==> config.mk <==
export PLATFORM = sky130hd
export DESIGN_NAME = bus_rr_arbiter
export DESIGN_NICKNAME = d
export VERILOG_FILES = /design/src/rtl/bus_rr_arbiter.sv
export SDC_FILE = /design/constraint.sdc
export NUM_CORES = 1
export LEC_CHECK = 0
export ABC_AREA = 1
export BUFFER_PORTS_ARGS = -buffer_cell sky130_fd_sc_hd__buf_2
export CORE_MARGIN = 5
export CORE_UTILIZATION = 52
export DETAILED_ROUTE_END_ITERATION = 16
export PLACE_DENSITY = 0.95
export SETUP_SLACK_MARGIN = 0.02
export SYNTH_ARGS = -nofsm -noshare
export SYNTH_HDL_FRONTEND = slang
export SYNTH_SLANG_ARGS = --single-unit
export TNS_END_PERCENT = 50
==> constraint.sdc <==
create_clock -name clk -period 5.85 [get_ports clk]
set_input_delay 0.2925 -clock clk [delete_from_list [all_inputs] [get_ports clk]]
set_output_delay 0.2925 -clock clk [all_outputs]
set_load 0.05 [all_outputs]
==> src/rtl/bus_rr_arbiter.sv <==
// Round-robin shared-bus arbiter: pops one packet per grant from driver FIFOs and pushes it to the
// receiver(s) named by its top id_w bits. Optional packet/drop counters when BUS_STATS_EN is defined.
module bus_rr_arbiter #(
  parameter int              drvrs     = 4,
  parameter int              pckg_sz   = 32,
  parameter int              id_w      = 8,
  parameter logic [id_w-1:0] broadcast = {id_w{1'b1}},
  parameter int              bus_gap   = 0
) (
  input  logic               clk,
  input  logic               reset,
  input  logic [drvrs-1:0]   pndng,
  input  logic [pckg_sz-1:0] D_pop [drvrs],
  output logic [drvrs-1:0]   pop,
  input  logic [drvrs-1:0]   full,
  output logic [drvrs-1:0]   push,
  output logic [pckg_sz-1:0] D_push [drvrs],
  output logic               drop,
  output logic               busy
`ifdef BUS_STATS_EN
  ,
  output logic [31:0]        pkt_cnt,
  output logic [15:0]        drop_cnt
`endif
);

  localparam int idx_w = (drvrs > 1) ? $clog2(drvrs) : 1;
  localparam logic [drvrs-1:0] one_hot0 = {{(drvrs-1){1'b0}}, 1'b1};
  localparam logic [3:0] gap_last = (bus_gap > 0) ? 4'(bus_gap - 1) : 4'd0;

  typedef enum logic [1:0] {
    IDLE = 2'd0,
    POP  = 2'd1,
    PUSH = 2'd2,
    GAP  = 2'd3
  } state_t;

  state_t               state_r, state_n;
  logic [idx_w-1:0]     rr_r, rr_n;
  logic [idx_w-1:0]     win_r, win_n;
  logic [drvrs-1:0]     mask_r, mask_n;
  logic [pckg_sz-1:0]   pkt_r, pkt_n;
  logic [3:0]           gap_r, gap_n;
  logic [drvrs-1:0]     pop_r, pop_n;
  logic [drvrs-1:0]     push_r, push_n;
  logic                 drop_r, drop_n;
  logic [pckg_sz-1:0]   d_push_r, d_push_n;
  logic                 busy_r;

  logic                 found_s;
  logic [idx_w-1:0]     pick_s;
  logic [idx_w-1:0]     next_rr_s;
  int                   sum_s;
  logic [pckg_sz-1:0]   head_s;
  logic [id_w-1:0]      dest_s;
  logic [drvrs-1:0]     dec_mask_s;

  // Winner search: first pending driver at or after the rr pointer, with wrap.
  always_comb begin
    found_s = 1'b0;
    pick_s  = '0;
    sum_s   = 0;
    for (int i = 0; i < drvrs; i++) begin
      sum_s = int'(rr_r) + i;
      if (sum_s >= drvrs) begin
        sum_s = sum_s - drvrs;
      end else begin
        sum_s = sum_s;
      end
      if (!found_s && pndng[idx_w'(sum_s)]) begin
        found_s = 1'b1;
        pick_s  = idx_w'(sum_s);
      end else begin
        found_s = found_s;
      end
    end
    if (pick_s == idx_w'(drvrs - 1)) begin
      next_rr_s = '0;
    end else begin
      next_rr_s = pick_s + idx_w'(1);
    end
  end

  // Destination decode of the granted driver's head packet; self-send is a legal unicast.
  always_comb begin
    head_s = D_pop[win_r];
    dest_s = head_s[pckg_sz-1 -: id_w];
    if (dest_s == broadcast) begin
      dec_mask_s = ~(one_hot0 << win_r);
    end else if (32'(dest_s) < 32'(drvrs)) begin
      dec_mask_s = one_hot0 << dest_s;
    end else begin
      dec_mask_s = '0;
    end
  end

  // Next-state and next-output logic; strobes default low so they pulse for one cycle.
  always_comb begin
    state_n  = state_r;
    rr_n     = rr_r;
    win_n    = win_r;
    mask_n   = mask_r;
    pkt_n    = pkt_r;
    gap_n    = gap_r;
    pop_n    = '0;
    push_n   = '0;
    drop_n   = 1'b0;
    d_push_n = d_push_r;
    case (state_r)
      IDLE: begin
        if (found_s) begin
          state_n = POP;
          win_n   = pick_s;
          rr_n    = next_rr_s;
          pop_n   = one_hot0 << pick_s;
        end else begin
          state_n = IDLE;
        end
      end
      POP: begin
        pkt_n  = head_s;
        mask_n = dec_mask_s;
        gap_n  = 4'd0;
        if (dec_mask_s == '0) begin
          drop_n  = 1'b1;
          state_n = (bus_gap > 0) ? GAP : IDLE;
        end else if ((full & dec_mask_s) == '0) begin
          // Destination already clear: push straight from the FIFO head.
          push_n   = dec_mask_s;
          d_push_n = head_s;
          state_n  = PUSH;
        end else begin
          state_n = PUSH;
        end
      end
      PUSH: begin
        if (push_r != '0) begin
          gap_n   = 4'd0;
          state_n = (bus_gap > 0) ? GAP : IDLE;
        end else if ((full & mask_r) == '0) begin
          push_n   = mask_r;
          d_push_n = pkt_r;
          state_n  = PUSH;
        end else begin
          state_n = PUSH;
        end
      end
      GAP: begin
        if (gap_r == gap_last) begin
          gap_n   = 4'd0;
          state_n = IDLE;
        end else begin
          gap_n   = gap_r + 4'd1;
          state_n = GAP;
        end
      end
      default: begin
        state_n = IDLE;
      end
    endcase
  end

  // State and registered outputs; reset aborts any transfer in flight.
  always_ff @(posedge clk) begin
    if (!reset) begin
      state_r  <= IDLE;
      rr_r     <= '0;
      win_r    <= '0;
      mask_r   <= '0;
      pkt_r    <= '0;
      gap_r    <= 4'd0;
      pop_r    <= '0;
      push_r   <= '0;
      drop_r   <= 1'b0;
      d_push_r <= '0;
      busy_r   <= 1'b0;
    end else begin
      state_r  <= state_n;
      rr_r     <= rr_n;
      win_r    <= win_n;
      mask_r   <= mask_n;
      pkt_r    <= pkt_n;
      gap_r    <= gap_n;
      pop_r    <= pop_n;
      push_r   <= push_n;
      drop_r   <= drop_n;
      d_push_r <= d_push_n;
      busy_r   <= (state_n != IDLE);
    end
  end

`ifdef BUS_STATS_EN
  logic [31:0] pkt_cnt_r;
  logic [15:0] drop_cnt_r;

  // Event counters; a broadcast is one push event, both wrap naturally.
  always_ff @(posedge clk) begin
    if (!reset) begin
      pkt_cnt_r  <= 32'd0;
      drop_cnt_r <= 16'd0;
    end else begin
      if (push_n != '0) begin
        pkt_cnt_r <= pkt_cnt_r + 32'd1;
      end else begin
        pkt_cnt_r <= pkt_cnt_r;
      end
      if (drop_n) begin
        drop_cnt_r <= drop_cnt_r + 16'd1;
      end else begin
        drop_cnt_r <= drop_cnt_r;
      end
    end
  end

  assign pkt_cnt  = pkt_cnt_r;
  assign drop_cnt = drop_cnt_r;
`endif

  assign pop  = pop_r;
  assign push = push_r;
  assign drop = drop_r;
  assign busy = busy_r;

  // Same packet is presented on every receiver port.
  always_comb begin
    for (int i = 0; i < drvrs; i++) begin
      D_push[i] = d_push_r;
    end
  end

endmodule
## Word level (Yosys, flattened, before mapping)

Index checks and enable logic that the tools add are counted.

- $add $sub $neg: 9
- Magnitude comparators: 10
- Eq/ne operators: 10
- Shift-type cells: 3
- Mux-type cells: 49
- Bitwise gates (word level): 4
- Reduce and logical (&&, ||, !) cells: 20

Operator list:

| cell | number |
|---|---|
| two-way mux 32 bit | 6 |
| binary-select mux 32 bit (select 2 bit) | 1 |
| one-hot mux 32 bit (2 select lines) | 1 |
| two-way mux 4 bit | 8 |
| two-way mux 2 bit | 12 |
| zero test 4 bit | 4 |
| < comparator 2 x 4 -> 1 bit, second input constant | 4 |
| two-way mux 1 bit | 14 |
| greater-or-equal comparator 3 bit, second input constant | 4 |
| one-hot mux 4 bit (3 select lines) | 1 |
| inequality test 2 bit, second input constant | 5 |
| AND 4 bit | 2 |
| binary-select mux 1 bit (select 2 bit) | 4 |
| == test 8 bit, second input constant | 1 |
| < comparator 8 x 3 -> 1 bit, second input constant | 1 |
| one-hot mux 2 bit (4 select lines) | 1 |
| one-hot mux 4 bit (2 select lines) | 1 |
| left shift 1 x 2 -> 4 bit, first input constant | 2 |
| left shift 1 x 8 -> 4 bit, first input constant | 1 |
| subtractor 2 x 1 -> 2 bit, second input constant | 4 |
| adder 2 x 2 -> 3 bit, second input constant | 2 |
| == test 2 bit, second input constant | 3 |
| AND reduction 2 bit | 3 |
| AND reduction 5 bit | 1 |
| other kinds (14) | 19 |

- Flip-flop bits (word level): 88
- Input bits: 138
- Output and inout bits: 138
- Logic and storage cells: 116

## Logic depth before layout (Yosys ltp)

- Word-level depth: 18
- Gate-level depth with buffers: 21
- Mapped depth without buffers: 18

## Worst setup path before layout

Ideal clock, no wire load.

- Path kind: reg-to-reg
- From: register rr_r[0]
- To: register rr_r[1]
- Library setup time: 122 ps
- Data arrival time: 2038 ps
- Required time: 5728 ps
- Setup slack: 3690 ps
- Cell stages (with the launch flop): 14
- Path buffers: 1
- Clock period less this slack: 2160 ps
- Cells stage by stage: dfxtp_1 > buf_2 > inv_1 > or2_2 > o21ai_0 > nor2_1 > nor2_1 > nand2_1 > nor3_2 > o21ai_0 > a31oi_1 > ha_1 > nand2_1 > o21ai_0

- Word-level cells in the longest chain between the ends: 17
- Elaborated cells on any way between the ends: 45
- Classes of those cells: add/sub (8); order compare (4); eq/ne (1); mux (25); reduce/logical (7)

Ends and longest elaborated chain:

| what | RTL line | RTL |
|---|---|---|
| start, declared | 39 | `logic [idx_w-1:0] rr_r, rr_n;` |
| start signal, assigned | 179 | `rr_r <= rr_n;` |
| branches (longest 14 deep; another with adder 2 x 1 -> 3 bit) | -- |  |
| two-way mux 2 bit (*) | 70 | `if (!found_s && pndng[idx_w'(sum_s)]) begin` |
| via pick_s[1] | 51 | `logic [idx_w-1:0] pick_s;` |
| adder 2 x 1 -> 2 bit or == test 2 bit (tied branches) | 80, 77 |  |
| two-way mux 2 bit (*) | 77 | `if (pick_s == idx_w'(drvrs - 1)) begin` |
| via next_rr_s[1] | 52 | `logic [idx_w-1:0] next_rr_s;` |

Mark *: on every way through the listed nets, which the timed path passes. The select of a mux whose other input is x is not followed.
A chain may end at the register's enable or synchronous reset.

## Worst setup path after layout

- From: register win_r[0]
- To: register d_push_r[7]

- Word-level cells in the longest chain between the ends: 11
- Elaborated cells on any way between the ends: 20
- Classes of those cells: order compare (1); eq/ne (3); shift (2); mux (8); bitwise (3); reduce/logical (3)

Ends and longest elaborated chain:

| what | RTL line | RTL |
|---|---|---|
| start, declared | 40 | `logic [idx_w-1:0] win_r, win_n;` |
| start signal, assigned | 180 | `win_r <= win_n;` |
| NOT 2 -> 3 bit (implied by the code) | 86 | `head_s = D_pop[win_r];` |
| binary-select mux 32 bit (select 2 bit) | 86 |  |
| two-way mux 32 bit (implied by the code) (2 in series) | 86 |  |
| < comparator 8 x 3 -> 1 bit or left shift 1 x 8 -> 4 bit (tied branches) | 90, 91 |  |
| two-way mux 4 bit | 90 | `end else if (32'(dest_s) < 32'(drvrs)) begin` |
| two-way mux 4 bit | 88 | `if (dest_s == broadcast) begin` |
| AND 4 bit | 127 | `end else if ((full & dec_mask_s) == '0) begin` |
| zero test 4 bit | 127 |  |
| inequality test 2 bit (no source line) | -- |  |
| AND reduction 5 bit (no source line) | -- |  |
| end signal, assigned | 187 | `d_push_r <= d_push_n;` |
| end, declared | 47 | `logic [pckg_sz-1:0] d_push_r, d_push_n;` |

Several ways; a longest one is shown, not always the timed one. The select of a mux whose other input is x is not followed.

==> impl_metrics.json <==
{
  "setup_slack_ns": 2.11,
  "grt_antenna_before_repair": 0,
  "hold_end": "pkt_r[16]",
  "ys_top_cells_by_area": "dfxtp_1 (29%), nand2_1 (14%), buf_4 (13%), inv_1 (7.5%), nand3_1 (7.2%)",
  "ctsHoldBuffers": 0,
  "maxCapViolCount": 0,
  "vdd_drop_max_mv": 0.424,
  "fin_nets": 1237,
  "post-dp-hpwl_um": 12200,
  "reg2regPathDepth": 15,
  "cp-end-kind": "flip-flop",
  "finalSetupViolations": 0,
  "tritoncts": "built",
  "r2r_setup_slack_ns": 2.11,
  "cp_cell_sequence": "inv_4, nand2_1, nand2_1, nand2_1, nand2_1, nand2_1, nor2_4, nand3b_1, nand2_1, nand2_1, nand2_1, o21ai_4, nand3_2, nor2_1, nor2_1",
  "syn_inst": 947,
  "clk_latency_ns": 0.33,
  "place.gp.congestion": 0.919,
  "crit_type": "reg -> reg",
  "grt_pass1_wl_um": 26600,
  "numCtsBuffers": 9,
  "fin_cells": 1238,
  "syn_area_per_cell_um2": 6.33,
  "syn_nets": 1093,
  "firstDrtPassIters": 5,
  "drc": 0,
  "critPathBufInv": 1,
  "yosysWarnings": 0,
  "worstPathRequired_ns": 6.07,
  "drt.antenna.violating_nets": 0,
  "die_width_um": 117,
  "max_stage_delay_ns": 0.97,
  "max_slew_margin_pct": 34.9,
  "synth_area_um2": 5990,
  "worstReg2RegStart": "win_r[0]",
  "multi_input_area_um2": 2800,
  "r2r_end": "d_push_r[7]",
  "synthToLayoutAreaGrowth_pct": 16.3,
  "portBuffers": 275,
  "cts.sink_count": 88,
  "hold_viol": 0,
  "cp_slowest_cell": "dfxtp_2",
  "dp_slack_ns": 2.34,
  "regArea_um2": 1760,
  "track_usage_pct": 22.6,
  "cts_root_buffer": "clkbuf_16",
  "htree_levels": 3,
  "grt_pass1_vias": 5637,
  "die_h_um": 117,
  "outcome": "finished clean",
  "ctsResizeCount": 0,
  "fin_crit_sh_pct": 63.9,
  "crit_family": "simple AND/OR/NAND/NOR gates",
  "dp.cells": 1223,
  "via_per_inst": 5.00,
  "fin_skew_ns": 0.0103,
  "worst_slew_pin_slew_ns": 0.976,
  "synth_top_area_cell": "dfxtp_1",
  "start_util_pct": 52.7,
  "clk_pin_slew_ns": 0.07,
  "initialDrtViolationCount": 581,
  "synth_seq_cells": 88,
  "final_max_slew_viol_count": 0,
  "p_leak_nw": 4.01,
  "cp_max_fo": 46,
  "whs_ns": 0.336,
  "seq_area_frac_synth_pct": 29.4,
  "rsz0062_at_grt": "false",
  "vias": 6194,
  "pin_count": 276,
  "die-area_um2": 13800,
  "cts_buffer_depth": 2,
  "synth_top_area_share_pct": 29.4,
  "drive_gt1_share_pct": 29.3,
  "setup_tns_ns": 0,
  "synth.distinct_cells": 38,
  "holdPathStages": 5,
  "wirelength_um": 16700,
  "row_count": 39,
  "crit_top_cell": "nand2_1",
  "postCtsSetupBuffers": 0,
  "startpoint": "win_r[0]",
  "crit_arrival_ns": 3.96,
  "grt.overflow.total": 0,
  "hp-start": "D_pop[48]",
  "timing.fmax_mhz": 267,
  "fillCellCount": 1017,
  "min_period_ns": 3.74,
  "core_area_um2": 11400,
  "power_density_nw_per_um2": 617,
  "wl_per_cell_um": 13.5,
  "final_util_pct": 61.3,
  "grt_max_degree": 68,
  "critPathLaunchType": "flip-flop",
  "diodes": 0,
  "hp-class": "in -> reg"
}
-- flip-flops by register name, summed over array words and instances (netlist names), 2 cells and up --
| name | cells |
|---|---|
| mask_r | 4 |
| pop | 4 |
| rr_r | 2 |
| d_push_r | 32 |
| pkt_r | 32 |
| push | 4 |
| gap_r | 4 |
| win_r | 2 |
| state_r | 2 |
-- worst max-delay path by stage --
stage / slack [ns] / cells after the start / endpoint
6_report: 2.11 / 15 / d_push_r[7]
5_1_grt: 1.85 / 15 / d_push_r[30]
4_1_cts: 2.25 / 15 / d_push_r[7]
3_5_place_dp: 2.34 / 15 / d_push_r[7]
3_3_place_gp: 2.48 / 15 / d_push_r[16]
2_1_floorplan: 3.69 / 13 / rr_r[1]
-- synth_stat cells --
cell	count
buf_2	5
a211oi_1	1
buf_4	101
nand3b_1	1
a22oi_1	24
inv_1	119
o22ai_1	1
clkbuf_1	25
or2_2	3
nor2_2	5
nor4_1	1
nand2_1	216
nand4_1	3
o21ai_4	1
xor2_1	1
o211ai_1	3
xnor2_1	1
a21oi_1	45
dfxtp_1	88
mux2i_1	2
nor2_4	2
nand2_2	8
nor3_1	1
buf_6	5
a22o_1	1
ha_1	8
o21bai_1	1
inv_2	1
buf_1	10
a221oi_1	1
nor3_2	1
a31oi_1	1
nor2_1	97
o21ai_0	72
nand3_2	3
inv_4	1
nand3_1	86
o21ai_1	2
-- layout make-up --
class | instances | share of cell area, %
well taps | 143 | 2.57
clock inverters | 5 | 1.85
flip-flops and latches | 88 | 25.3
inverters | 121 | 6.56
repair buffers | 279 | 20.2
multi-input cells | 592 | 40.2
clock buffers | 10 | 3.29
-- metal layers --
metal / vias up / global-route usage [%] / wire (um)
met5: - / 0 / 0
met4: 0 / 7.32 / 308
met3: 26 / 4.52 / 1270
met2: 271 / 39.1 / 8260
met1: 2725 / 28.0 / 6890
li1: 3172 / - / -
-- report_power, final --
| group | internal, W | switching, W | total, W |
|---|---|---|---|
| Combinational | 0.000634 | 0.00204 | 0.00267 |
| Sequential | 0.000766 | 0.000166 | 0.000932 |
| Clock | 0.000460 | 0.000235 | 0.000695 |
| Total | 0.00186 | 0.00244 | 0.00430 |
-- cells in the final DEF (no fill, tap or decap), drive strengths merged --
master  Yosys  final
o211ai      3      3
a211oi      1      1
nand4       3      3
clkbuf     25     10
nand2     224    224
a31oi       1      1
nor2      104    104
o21ai      75     75
nand3      89     89
a22o        1      1
nor4        1      1
xnor2       1      1
o21bai      1      1
a21oi      45     45
ha          8      8
buf       121    279
nor3        2      2
a221oi      1      1
dfxtp      88     88
inv       121    121
nand3b      1      1
a22oi      24     24
clkinv      0      1
xor2        1      1
bufinv      0      4
or2         3      3
o22ai       1      1
mux2i       2      2
-- metrics by stage --
stage	cell area, um2	power [W]
floorplan	5990	0.00332
global placement	6610	0.00355
detailed placement	6610	0.00360
CTS	6970	0.00430
global route	6970	0.00457
finish	6970	0.00430
-- kinds of logic after synthesis --
| kind of cell | after synthesis | share of synthesized area [%] |
|---|---|---|
| compound gates | 153 | 14.3 |
| buf+inv | 267 | 23.8 |
| flops | 88 | 29.4 |
| mux | 2 | 0.334 |
| xor+xnor | 2 | 0.292 |
| simple gates | 427 | 30.1 |
| fa+ha+maj | 8 | 1.67 |
-- worst min-delay path: stages --
cell	delay [ns]
buf_2	0.07
nand3_1	0.06
nand3_1	0.09
o21ai_0	0.07
inv_1	0.04
No activity file was read; power rests on OpenSTA's default activity.
